<file path="src/rtl/incr_sweep.sv">
// Frequency-sweep generator: steps a counter increment from start to stop, holding each value for a dwell period.
// Optional INCR_SWEEP_LOOP_EN adds loop_i for a repeating sawtooth sweep.
module incr_sweep #(
    parameter int W       = 32,
    parameter int DWELL_W = 16
) (
    input  logic               clk,
    input  logic               reset,
    input  logic               start_i,
    input  logic               abort_i,
`ifdef INCR_SWEEP_LOOP_EN
    input  logic               loop_i,
`endif
    input  logic [W-1:0]       f_start_i,
    input  logic [W-1:0]       f_stop_i,
    input  logic [W-1:0]       f_step_i,
    input  logic [DWELL_W-1:0] dwell_i,
    output logic [W-1:0]       incr_o,
    output logic               busy_o,
    output logic               step_o,
    output logic               done_o,
    output logic [1:0]         dbg_state_o
);

    typedef enum logic [1:0] {IDLE = 2'd0, RUN = 2'd1, LAST = 2'd2} state_t;

    state_t             state;
    logic [W-1:0]       stop_r;
    logic [W-1:0]       step_r;
    logic               up_r;
    logic [DWELL_W-1:0] dwell_m1_r;
    logic [DWELL_W-1:0] cnt;
`ifdef INCR_SWEEP_LOOP_EN
    logic [W-1:0]       start_r;
    logic               loop_r;
`endif

    logic [DWELL_W-1:0] dwell_in_m1;
    logic [W:0]         sum;
    logic [W:0]         diff;
    logic [W-1:0]       nxt;

    // A dwell of 0 behaves as 1; cnt counts remaining hold cycles minus one.
    assign dwell_in_m1 = (dwell_i == '0) ? '0 : dwell_i - DWELL_W'(1);
    assign sum         = {1'b0, incr_o} + {1'b0, step_r};
    assign diff        = {1'b0, incr_o} - {1'b0, step_r};
    assign dbg_state_o = state;

    // Any overshoot, overflow, borrow or zero step lands exactly on stop.
    always_comb begin
        nxt = stop_r;
        if (step_r != '0) begin
            if (up_r) begin
                if (sum < {1'b0, stop_r}) nxt = sum[W-1:0];
            end else begin
                if (!diff[W] && (diff[W-1:0] > stop_r)) nxt = diff[W-1:0];
            end
        end
    end

    always_ff @(posedge clk) begin
        if (reset) begin
            state      <= IDLE;
            incr_o     <= '0;
            busy_o     <= 1'b0;
            step_o     <= 1'b0;
            done_o     <= 1'b0;
            stop_r     <= '0;
            step_r     <= '0;
            up_r       <= 1'b0;
            dwell_m1_r <= '0;
            cnt        <= '0;
`ifdef INCR_SWEEP_LOOP_EN
            start_r    <= '0;
            loop_r     <= 1'b0;
`endif
        end else begin
            step_o <= 1'b0;
            done_o <= 1'b0;
            case (state)
                IDLE: begin
                    if (start_i && !abort_i) begin
                        incr_o     <= f_start_i;
                        stop_r     <= f_stop_i;
                        step_r     <= f_step_i;
                        up_r       <= (f_stop_i > f_start_i);
                        dwell_m1_r <= dwell_in_m1;
                        cnt        <= dwell_in_m1;
                        busy_o     <= 1'b1;
                        step_o     <= 1'b1;
                        state      <= (f_start_i == f_stop_i) ? LAST : RUN;
`ifdef INCR_SWEEP_LOOP_EN
                        start_r    <= f_start_i;
                        loop_r     <= loop_i;
`endif
                    end
                end
                RUN: begin
                    if (abort_i) begin
                        busy_o <= 1'b0;
                        state  <= IDLE;
                    end else if (cnt != '0) begin
                        cnt <= cnt - DWELL_W'(1);
                    end else begin
                        incr_o <= nxt;
                        step_o <= 1'b1;
                        cnt    <= dwell_m1_r;
                        state  <= (nxt == stop_r) ? LAST : RUN;
                    end
                end
                LAST: begin
                    if (abort_i) begin
                        busy_o <= 1'b0;
                        state  <= IDLE;
                    end else if (cnt != '0) begin
                        cnt <= cnt - DWELL_W'(1);
                    end else begin
                        done_o <= 1'b1;
`ifdef INCR_SWEEP_LOOP_EN
                        if (loop_r) begin
                            incr_o <= start_r;
                            step_o <= 1'b1;
                            cnt    <= dwell_m1_r;
                            state  <= (start_r == stop_r) ? LAST : RUN;
                        end else begin
                            busy_o <= 1'b0;
                            state  <= IDLE;
                        end
`else
                        busy_o <= 1'b0;
                        state  <= IDLE;
`endif
                    end
                end
                default: begin
                    busy_o <= 1'b0;
                    state  <= IDLE;
                end
            endcase
        end
    end

endmodule

</file>
<file path="config.mk">
export PLATFORM = sky130hd
export DESIGN_NAME = incr_sweep
export DESIGN_NICKNAME = d
export VERILOG_FILES = /design/src/rtl/incr_sweep.sv
export SDC_FILE = /design/constraint.sdc
export NUM_CORES = 1
export LEC_CHECK = 0
export CAP_MARGIN = 30
export CORE_AREA = 2 2 209 211
export DETAILED_ROUTE_END_ITERATION = 10
export DIE_AREA = 0 0 211 213
export DONT_BUFFER_PORTS = 1
export PLACE_DENSITY = 0.52
export SYNTH_ARGS = -nofsm -noshare
export SYNTH_HDL_FRONTEND = slang
export SYNTH_SLANG_ARGS = --single-unit
</file>
<file path="constraint.sdc">
create_clock -name clk -period 7.65 [get_ports clk]
set_input_delay 0.765 -clock clk [delete_from_list [all_inputs] [get_ports clk]]
set_output_delay 0.765 -clock clk [all_outputs]
set_load 0.01 [all_outputs]
</file>
Word level (Yosys, flattened, before mapping)
Index checks and enable logic that the tools add are counted.
{"block": "word_totals", "ff_bits": 134, "input_bits": 116, "out_inout_bits": 37, "elab_cells": 78}
{"block": "op_classes", "addsub": 4, "order_cmp": 3, "eq_ne": 12, "mux": 32, "n_bitwise": 1, "n_reduce_logical": 16}
{"op": "$mux W32", "count": 7}
{"op": "$mux W16", "count": 6}
{"op": "$eq A32 B32 Y1", "count": 2}
{"op": "$gt A32 B32 Y1", "count": 2}
{"op": "$pmux W32 S2", "count": 1}
{"op": "$pmux W16 S3", "count": 1}
{"op": "$add A32 B32 Y33", "count": 1}
{"op": "$lt A33 B32 Y1", "count": 1}
{"op": "$sub A32 B32 Y33", "count": 1}
{"op": "$reduce_bool A32 Y1", "count": 1}
{"op": "$sub A16 B1 Y16 const B", "count": 2}
{"op": "$logic_not A16 Y1", "count": 1}
{"op": "$reduce_bool A16 Y1", "count": 1}
{"op": "$mux W2", "count": 7}
{"op": "$ne A2 B2 Y1 const B", "count": 6}
{"op": "$mux W1", "count": 7}
{"op": "$ne A3 B3 Y1 const B", "count": 2}
{"op": "$pmux W2 S3", "count": 1}
{"op": "$reduce_and A3 Y1", "count": 2}
{"op": "$reduce_and A5 Y1", "count": 1}
{"op": "$reduce_and A4 Y1", "count": 1}
{"op": "$pmux W1 S3", "count": 1}
{"op": "$reduce_bool A3 Y1", "count": 1}
{"op": "$eq A2 B1 Y1 const B", "count": 1}
{"op": "other kinds (9)", "count": 11}

Longest topological paths before layout
Gate-level depths: netlist of run 1.
{"block": "logic_depth", "ltp_word": 11, "ltp_mapped": 26, "mapped_depth_nobuf": 23}

Worst setup path after synthesis of run 1
OpenSTA, ideal clock, no wires.
{"block": "synth_timing", "path_kind": "flip-flop to flip-flop", "start": "register incr_o[4]", "end": "register incr_o[16]", "setup_ps": 86, "t_arrival_ps": 4929, "required_ps": 7564, "path_slack_ps": 2636, "stages_incl_launch_ff": 24, "n_path_buf": 3, "period_less_slack_ps": 5014, "cell_sequence": "dfxtp_1 > ha_1 > buf_2 > nor2_1 > o311ai_4 > a31oi_1 > nand4_1 > a2111oi_1 > nor3_1 > xnor2_1 > ha_1 > a21oi_1 > o221ai_1 > a31o_2 > o21ai_0 > o21ai_0 > nor2_1 > clkbuf_1 > clkbuf_1 > nor2_1 > a311o_1 > o21ai_0 > o211ai_1 > a211oi_1"}
{"block": "synth_via", "elab_chain_cells": 9, "elab_cells_between_ends": 13, "classes_between": "add/sub (2); order compare (2); mux (7); reduce/logical (2)"}
{"element": "from (decl)", "line_no": "18", "text": "output logic [W-1:0] incr_o,"}
{"element": "from (signal assigned)", "line_no": "83", "text": "incr_o <= f_start_i;"}
{"element": "from (signal assigned)", "line_no": "105", "text": "incr_o <= nxt;"}
{"element": "$sub A32 B32 Y33", "line_no": "46", "text": "assign diff = {1'b0, incr_o} - {1'b0, step_r};"}
{"element": "$gt A32 B32 Y1 / $logic_not A1 Y1 (equally long branches)", "line_no": "56", "text": "if (!diff[W] && (diff[W-1:0] > stop_r)) nxt = diff[W-1:0];"}
{"element": "$logic_and A1 B1 Y1", "line_no": "56"}
{"element": "$mux W32", "line_no": "56"}
{"element": "$mux W32 *", "line_no": "53", "text": "if (up_r) begin"}
{"element": "$mux W32 *", "line_no": "52", "text": "if (step_r != '0) begin"}
{"element": "$mux W32 *", "line_no": "102", "text": "end else if (cnt != '0) begin"}
{"element": "$mux W32 *", "line_no": "99", "text": "if (abort_i) begin"}
{"element": "$pmux W32 S2 *", "line_no": "80", "text": "case (state)"}
Mark *: on every way between the ends. The rest lies on a longest branch, timed or not. The select of a mux whose other input is x is not followed.
A chain may end at the register's enable or synchronous reset.

Worst setup path after layout of run 1
{"block": "layout_timing", "start": "register step_r[14]", "end": "register state[0], in the netlist dbg_state_o[0]"}
{"block": "layout_via", "elab_chain_cells": 11, "elab_cells_between_ends": 16, "classes_between": "add/sub (2); order compare (2); eq/ne (1); mux (8); reduce/logical (3)"}
{"element": "from (decl)", "line_no": "29", "text": "logic [W-1:0] step_r;"}
{"element": "from (signal assigned)", "line_no": "85", "text": "step_r <= f_step_i;"}
{"element": "$sub A32 B32 Y33", "line_no": "46"}
{"element": "$gt A32 B32 Y1 / $logic_not A1 Y1 (equally long branches)", "line_no": "56"}
{"element": "$logic_and A1 B1 Y1", "line_no": "56"}
{"element": "$mux W32", "line_no": "56"}
{"element": "$mux W32", "line_no": "53"}
{"element": "$mux W32 *", "line_no": "52"}
{"element": "$eq A32 B32 Y1 *", "line_no": "108", "text": "state <= (nxt == stop_r) ? LAST : RUN;"}
{"element": "$mux W2 *", "line_no": "108"}
{"element": "$mux W2 *", "line_no": "102"}
{"element": "$mux W2 *", "line_no": "99"}
{"element": "$pmux W2 S3 *", "line_no": "80"}
{"element": "to (signal assigned)", "line_no": "91", "text": "state <= (f_start_i == f_stop_i) ? LAST : RUN;"}
{"element": "to (signal assigned)", "line_no": "108"}
{"element": "to (decl)", "line_no": "27", "text": "state_t state;"}
Marked as above.

==> flow_summary_export.csv, run 1 <==
group,metric,value,unit
clock_network,cts_tree,"yes",
synth,synth_cells,2058,
placement,globalplace.congestion,0.984,
placement,postPlaceCellArea,15000,µm²
cells_and_area,nFillCells,4564,
synth,synth_top_cell_by_area,"dfxtp_1",
timing,setup_viol,0,
timing,period_share,93.7,%
global_route,grt_antenna_before_repair,0,
global_route,overflow,0,
timing,max_freq,140,MHz
floorplanning,initial_core_util,34.6,%
global_route,grt_pass1_wl,96200,µm
clock_network,cts_sinks,134,
timing,post-route-min-period,7170,ps
setup_path,crit_required,8010,ps
pwr,leakagePower,6.26,nW
min_path,hold_class,"in -> reg",
setup_path,crit_slowest_cell,"o211ai_1",
floorplanning,die_h,213,µm
routing,drc_errors,0,
global_route,grt_usage,29.0,%
routing,num_vias,15600,
timing,rsz0062_at_grt,"no",
timing,slew_headroom,38.0,%
synth,synthMostInstantiatedCell,"nand2_1",
clock_network,cts_buffers,17,
floorplanning,io_pins,153,
placement,dp_hpwl,51300,µm
synth,synth_nets,2342,
global_route,grt_pass1_vias,14700,
pwr,p_per_area,599,nW/µm²
routing,routedWlPerCell,25.6,µm
timing,tightest_slew,924,ps
setup_path,end_kind,"flop",
routing,met3WireLength,5080,µm
timing,finalClockSkew,27.3,ps
clock_network,cts_resized,0,
routing,ant_nets,0,
floorplanning,core_area,42700,µm²
setup_path,worstPathArrival,7530,ps
clock_network,postCtsSetupRepairBufs,0,
synth,yosysTopAreaCellShare,18.1,%
synth,synth_edf_count,0,
timing,hold_viol,0,
placement,place_inst,2510,
min_path,whs_path_depth,1,
cells_and_area,area_delta_synth_final,5.69,%
synth,ys_seq_area_share,18.1,%
clock_network,h-tree-depth,4,
routing,drt-met1-wl,28900,µm
routing,top_layer,"met4",
clock_network,hold_buffers,0,
clock_network,worstSkewPairLatency,510,ps
synth,synth_area_leaders,"dfxtp_1, ha_1, a21oi_1",
synth,syn_area,14800,µm²
timing,fin_ws,485,ps
setup_path,cpPeakStageDelay,620,ps
global_route,grt_max_degree,135,
pwr,ir_worst_vdd,0.238,mV
setup_path,start_kind,"flop",
cells_and_area,nNetsFinal,2267,
synth,synthFlopType,"dfxtp_1",
cells_and_area,postLayoutCellArea,15600,µm²
routing,drtIter0Drc,1465,
clock_network,clkTransAtPathRegs,80,ps
timing,slew_violations,0,
floorplanning,dieArea,44900,µm²
synth,synth_seq_cells,134,
cells_and_area,finalNonFillerCells,2543,
routing,via_per_inst,6.14,
run,drv_cap,0,
setup_path,worstPathCellList,"inv_1, ha_1, nor2b_1, o21ai_1, a31oi_1, o211ai_1, o41ai_4, a311o_1, xor2_2, inv_1, ha_1, nand2_1, nor3_1, nand3_1, o21ai_0, nor2_2, buf_4, nand2_1, a221oi_1, a2111oi_2, a41oi_1, o41ai_1, a311oi_1",
setup_path,reg2reg_depth,23,
setup_path,crit_fanout,19,
synth,syn_area_per_cell,7.19,µm²
synth,yosysUniqueCellTypes,104,
cells_and_area,drive_gt1_share,5.56,%
synth,yosysWarnings,0,
timing,holdWs,343,ps
synth,async_reset_ff_share,0,%
setup_path,path_class,"reg -> reg",
routing,drt-pass1-iter-count,8,
timing,fin_setup_tns,0,ps
clock_network,cts_root_buf,"clkbuf_16",
outcome,outcome,"complete, no violations",
synth,synth_common_cells,"nand2_1, a21oi_1, nor2_1",
floorplanning,die_x,211,µm
placement,port_buffers,0,
placement,pre_cts_ws,705,ps
routing,routed_wl,65100,µm
routing,dr_wl_met2,29400,µm
floorplanning,rows,76,
clock_network,clock_path_buffers,2,
-- power breakdown --
| part | internal, mW | switching (mW) |
|---|---|---|
| clock network | 0.587 | 0.414 |
| registers | 0.836 | 0.262 |
| logic | 2.48 | 4.79 |
-- logic make-up (layout without fill, tap and decap cells) --
family                     after synthesis  after routing  share of synthesized area (%)
other                                    0              1                              0
xor gates and xnor gates                92             92                           5.65
AOI/OAI and AO/OA                      647            647                           29.3
DFF                                    134            134                           18.1
muxes                                   10             10                          0.677
buffers and inverters                  289            227                           9.36
adders and majority gates              168            168                           14.3
and+or+nand+nor                        718            718                           22.6
-- final cells by class --
type,instances,area [µm²],share of cell area (%)
clock buffer,17,425,2.72
clock inverter,15,238,1.52
tap,546,683,4.37
inverter,171,642,4.11
antenna,1,2.50,0.0160
sequential,134,2680,17.2
timing repair buffer,24,213,1.36
multi-input combinational,1635,10700,68.7
-- layer usage --
metal / track usage (%) / up-vias
li1: - / 7313
met1: 38.4 / 7570
met2: 46.3 / 633
met3: 6.72 / 101
met4: 9.49 / 0
met5: 0 / -
-- stage by stage --
stage	utilization, %	total power, mW
finish	36.6	9.36
global route	36.6	9.99
CTS	36.6	9.20
detailed placement	35.1	8.15
global placement	34.9	8.14
floorplan	-	6.00
-- placed cells by master, fill, tap and decap left out, types with 17 or more instances in the layout --
| cell | n |
|---|---|
| o211ai_1 | 27 |
| nor2_1 | 203 |
| dfxtp_1 | 134 |
| buf_4 | 22 |
| o21ai_0 | 82 |
| nand4_1 | 29 |
| a221oi_1 | 26 |
| inv_1 | 170 |
| nand2_1 | 268 |
| a211oi_1 | 37 |
| nor4_1 | 27 |
| a21oi_1 | 239 |
| xnor2_1 | 67 |
| nand3_1 | 32 |
| o221ai_1 | 18 |
| nor2b_1 | 18 |
| o22ai_1 | 30 |
| xor2_1 | 21 |
| clkbuf_16 | 17 |
| a21o_1 | 18 |
| a311oi_1 | 17 |
| nor3_1 | 54 |
| a31oi_1 | 18 |
| ha_1 | 166 |
-- flip-flops by register name, summed over array words and instances, names as in the netlist --
register / flops
done_o: 1
busy_o: 1
step_r: 32
dbg_state_o: 2
incr_o: 32
dwell_m1_r: 16
step_o: 1
up_r: 1
cnt: 16
stop_r: 32
-- worst paths after layout --
check,to,startpoint,slack (ps)
max,dbg_state_o[0],step_r[14],480
min,stop_r[20],reset,340
max reg2reg,dbg_state_o[0],step_r[14],480
min reg2reg,dwell_m1_r[2],dwell_m1_r[2],460
-- critical path: cells and delay by family (launching register included) --
family	cells	cell delay, ps
flip-flops	1	500
AO/OA/AOI/OAI	11	3760
AND/OR/NAND/NOR	6	1110
adder cells (fa/ha/maj)	2	930
XOR/XNOR	1	280
buffers and inverters	3	440
Power figures use the tool's default switching activity.
==> inputs of run 2 (changes only) <==
==> constraint.sdc (replaced) <==
create_clock -name clk -period 8.4 [get_ports clk]
set_input_delay 0.84 -clock clk [delete_from_list [all_inputs] [get_ports clk]]
set_output_delay 0.84 -clock clk [all_outputs]
set_load 0.01 [all_outputs]
==> run 2 against run 1 <==
  * First-iteration DRC count is 0.82% lower
  * Non-clock buffer count is 4 lower
  * Sequential power fell by 9%
  * Critical path type unchanged
  * Critical endpoint unchanged
  * Largest cell class unchanged
==> flow_summary_export.csv, run 2 (same netlist as run 1, synthesis figures left out) <==
group,metric,value,unit
global_route,grt_pass1_wl,96800,µm
cells_and_area,final_cell_mix,"nand2_1, a21oi_1, nor2_1",
global_route,grt_usage,29.3,%
min_path,hold_class,"in -> reg",
routing,drtIter0Drc,1453,
setup_path,end_kind,"flop",
timing,fin_ws,1250,ps
floorplanning,rows,76,
clock_network,h-tree-depth,4,
routing,num_vias,15400,
floorplanning,die_h,213,µm
global_route,grt_pass1_vias,14900,
floorplanning,initial_core_util,34.6,%
placement,dp_hpwl,51300,µm
clock_network,cts_root_buf,"clkbuf_16",
timing,max_freq,140,MHz
outcome,outcome,"complete, no violations",
setup_path,crit_fanout,14,
floorplanning,io_pins,153,
cells_and_area,nFillCells,4624,
cells_and_area,final_common_cell,"nand2_1",
min_path,holdPathEnd,"stop_r[22]",
global_route,grt_max_degree,135,
clock_network,cts_sinks,134,
timing,slew_violations,0,
cells_and_area,nNetsFinal,2263,
timing,tightest_slew,1080,ps
setup_path,critPathLaunch,"incr_o[9]",
cells_and_area,reg_top3,"incr_o x32, step_r x32, stop_r x32",
setup_path,worstPathArrival,7520,ps
routing,via_per_inst,6.07,
routing,drt-pass1-iter-count,6,
floorplanning,dieArea,44900,µm²
clock_network,cts_buffers,17,
placement,globalplace.congestion,1.01,
setup_path,path_class,"reg -> reg",
cells_and_area,area_delta_synth_final,4.84,%
min_path,whs_path_depth,1,
clock_network,postCtsSetupRepairBufs,0,
routing,drc_errors,0,
pwr,leakagePower,6.19,nW
cells_and_area,drive_gt1_share,5.37,%
floorplanning,die_x,211,µm
placement,pre_cts_ws,1520,ps
timing,hold_viol,0,
global_route,overflow,0,
timing,finalClockSkew,14.5,ps
setup_path,timing.rr.end,"dbg_state_o[0]",
routing,routedWlPerCell,25.6,µm
clock_network,clkTransAtPathRegs,70,ps
timing,rsz0062_at_grt,"no",
setup_path,reg2reg_depth,19,
cells_and_area,insertedDiodeCount,0,
setup_path,reg2reg_from,"incr_o[9]",
cells_and_area,final_util,36.3,%
timing,post-route-min-period,7150,ps
timing,slew_headroom,27.9,%
clock_network,cts_resized,0,
timing,period_share,85.1,%
clock_network,cts_tree,"yes",
run,drv_cap,0,
global_route,grt_antenna_before_repair,0,
clock_network,hold_buffers,0,
pwr,ir_worst_vdd,0.330,mV
clock_network,clock_path_buffers,2,
pwr,power,8.41,mW
min_path,min_from,"reset",
timing,setup_viol,0,
routing,routed_wl,65000,µm
setup_path,crit_required,8770,ps
placement,port_buffers,0,
timing,fin_setup_tns,0,ps
floorplanning,core_area,42700,µm²
pwr,p_per_area,543,nW/µm²
clock_network,worstSkewPairLatency,500,ps
setup_path,start_kind,"flop",
setup_path,r2r_slack,1250,ps
routing,ant_nets,0,
[run 2: changes by cell type in the layout (fill, tap and decap cells not counted), sizes merged]
cell      delta
inv          +2
clkinv       +1
diode        -1
bufinv       -5
clkinvlp     +1
clkbuf       +1
buf          -4
[run 2: final cells by class]
cell class                 instances  area, µm²  share of cell area, %
clock buffer                      18        439                   2.83
clock inverter                    14        130                  0.839
inverter                         171        642                   4.14
multi-input combinational       1635      10700                   69.3
sequential                       134       2680                   17.3
tap                              546        683                   4.41
timing repair buffer              20        183                   1.18
[run 2: report_power, final]
group / leakage, nW / total [mW] / switching (mW) / internal, mW
sequential: 1.09 / 0.998 / 0.236 / 0.761
clock: 0.277 / 0.766 / 0.369 / 0.398
combinational: 4.82 / 6.65 / 4.38 / 2.27
total: 6.19 / 8.41 / 4.98 / 3.43
[run 2: critical path, stage by stage, from the launching register on]
cell and delay [ps]:
dfxtp_1 410, ha_1 700, nor2b_1 90, o21ai_0 350, nand2_1 170, a221oi_1 930, a31oi_1 270, xnor2_1 540
inv_1 100, ha_1 290, nand2_1 60, nor3_1 400, nand3_1 110, o21ai_0 610, or3_4 400, o221ai_1 270
a2111oi_2 490, a41oi_1 200, o41ai_1 470, a311oi_1 140
[run 2: worst max-delay path by stage]
stage,to,slack [ps],cells past startpoint
3_3_place_gp,dbg_state_o[0],1510,19
3_5_place_dp,dbg_state_o[0],1520,19
6_report,dbg_state_o[0],1250,19
5_1_grt,dbg_state_o[0],680,20
4_1_cts,dbg_state_o[0],1490,19
2_1_floorplan,incr_o[16],3390,23
[run 2: per-stage QoR]
| step | instance area (µm²) | instances | hold WS [ps] |
|---|---|---|---|
| floorplan | 14800 | 2058 | 436 |
| global placement | 14900 | 2505 | 441 |
| detailed placement | 14900 | 2506 | 442 |
| CTS | 15500 | 2538 | 382 |
| global route | 15500 | 2538 | 387 |
| finish | 15500 | 2538 | 404 |
[run 2: layer usage]
layer | global-route usage, % | up-vias | routed length (µm)
met3 | 7.57 | 111 | 5020
met5 | 0 | - | 0
met4 | 12.5 | 0 | 2580
met1 | 38.7 | 7431 | 29200
met2 | 44.9 | 584 | 28200
li1 | - | 7280 | -
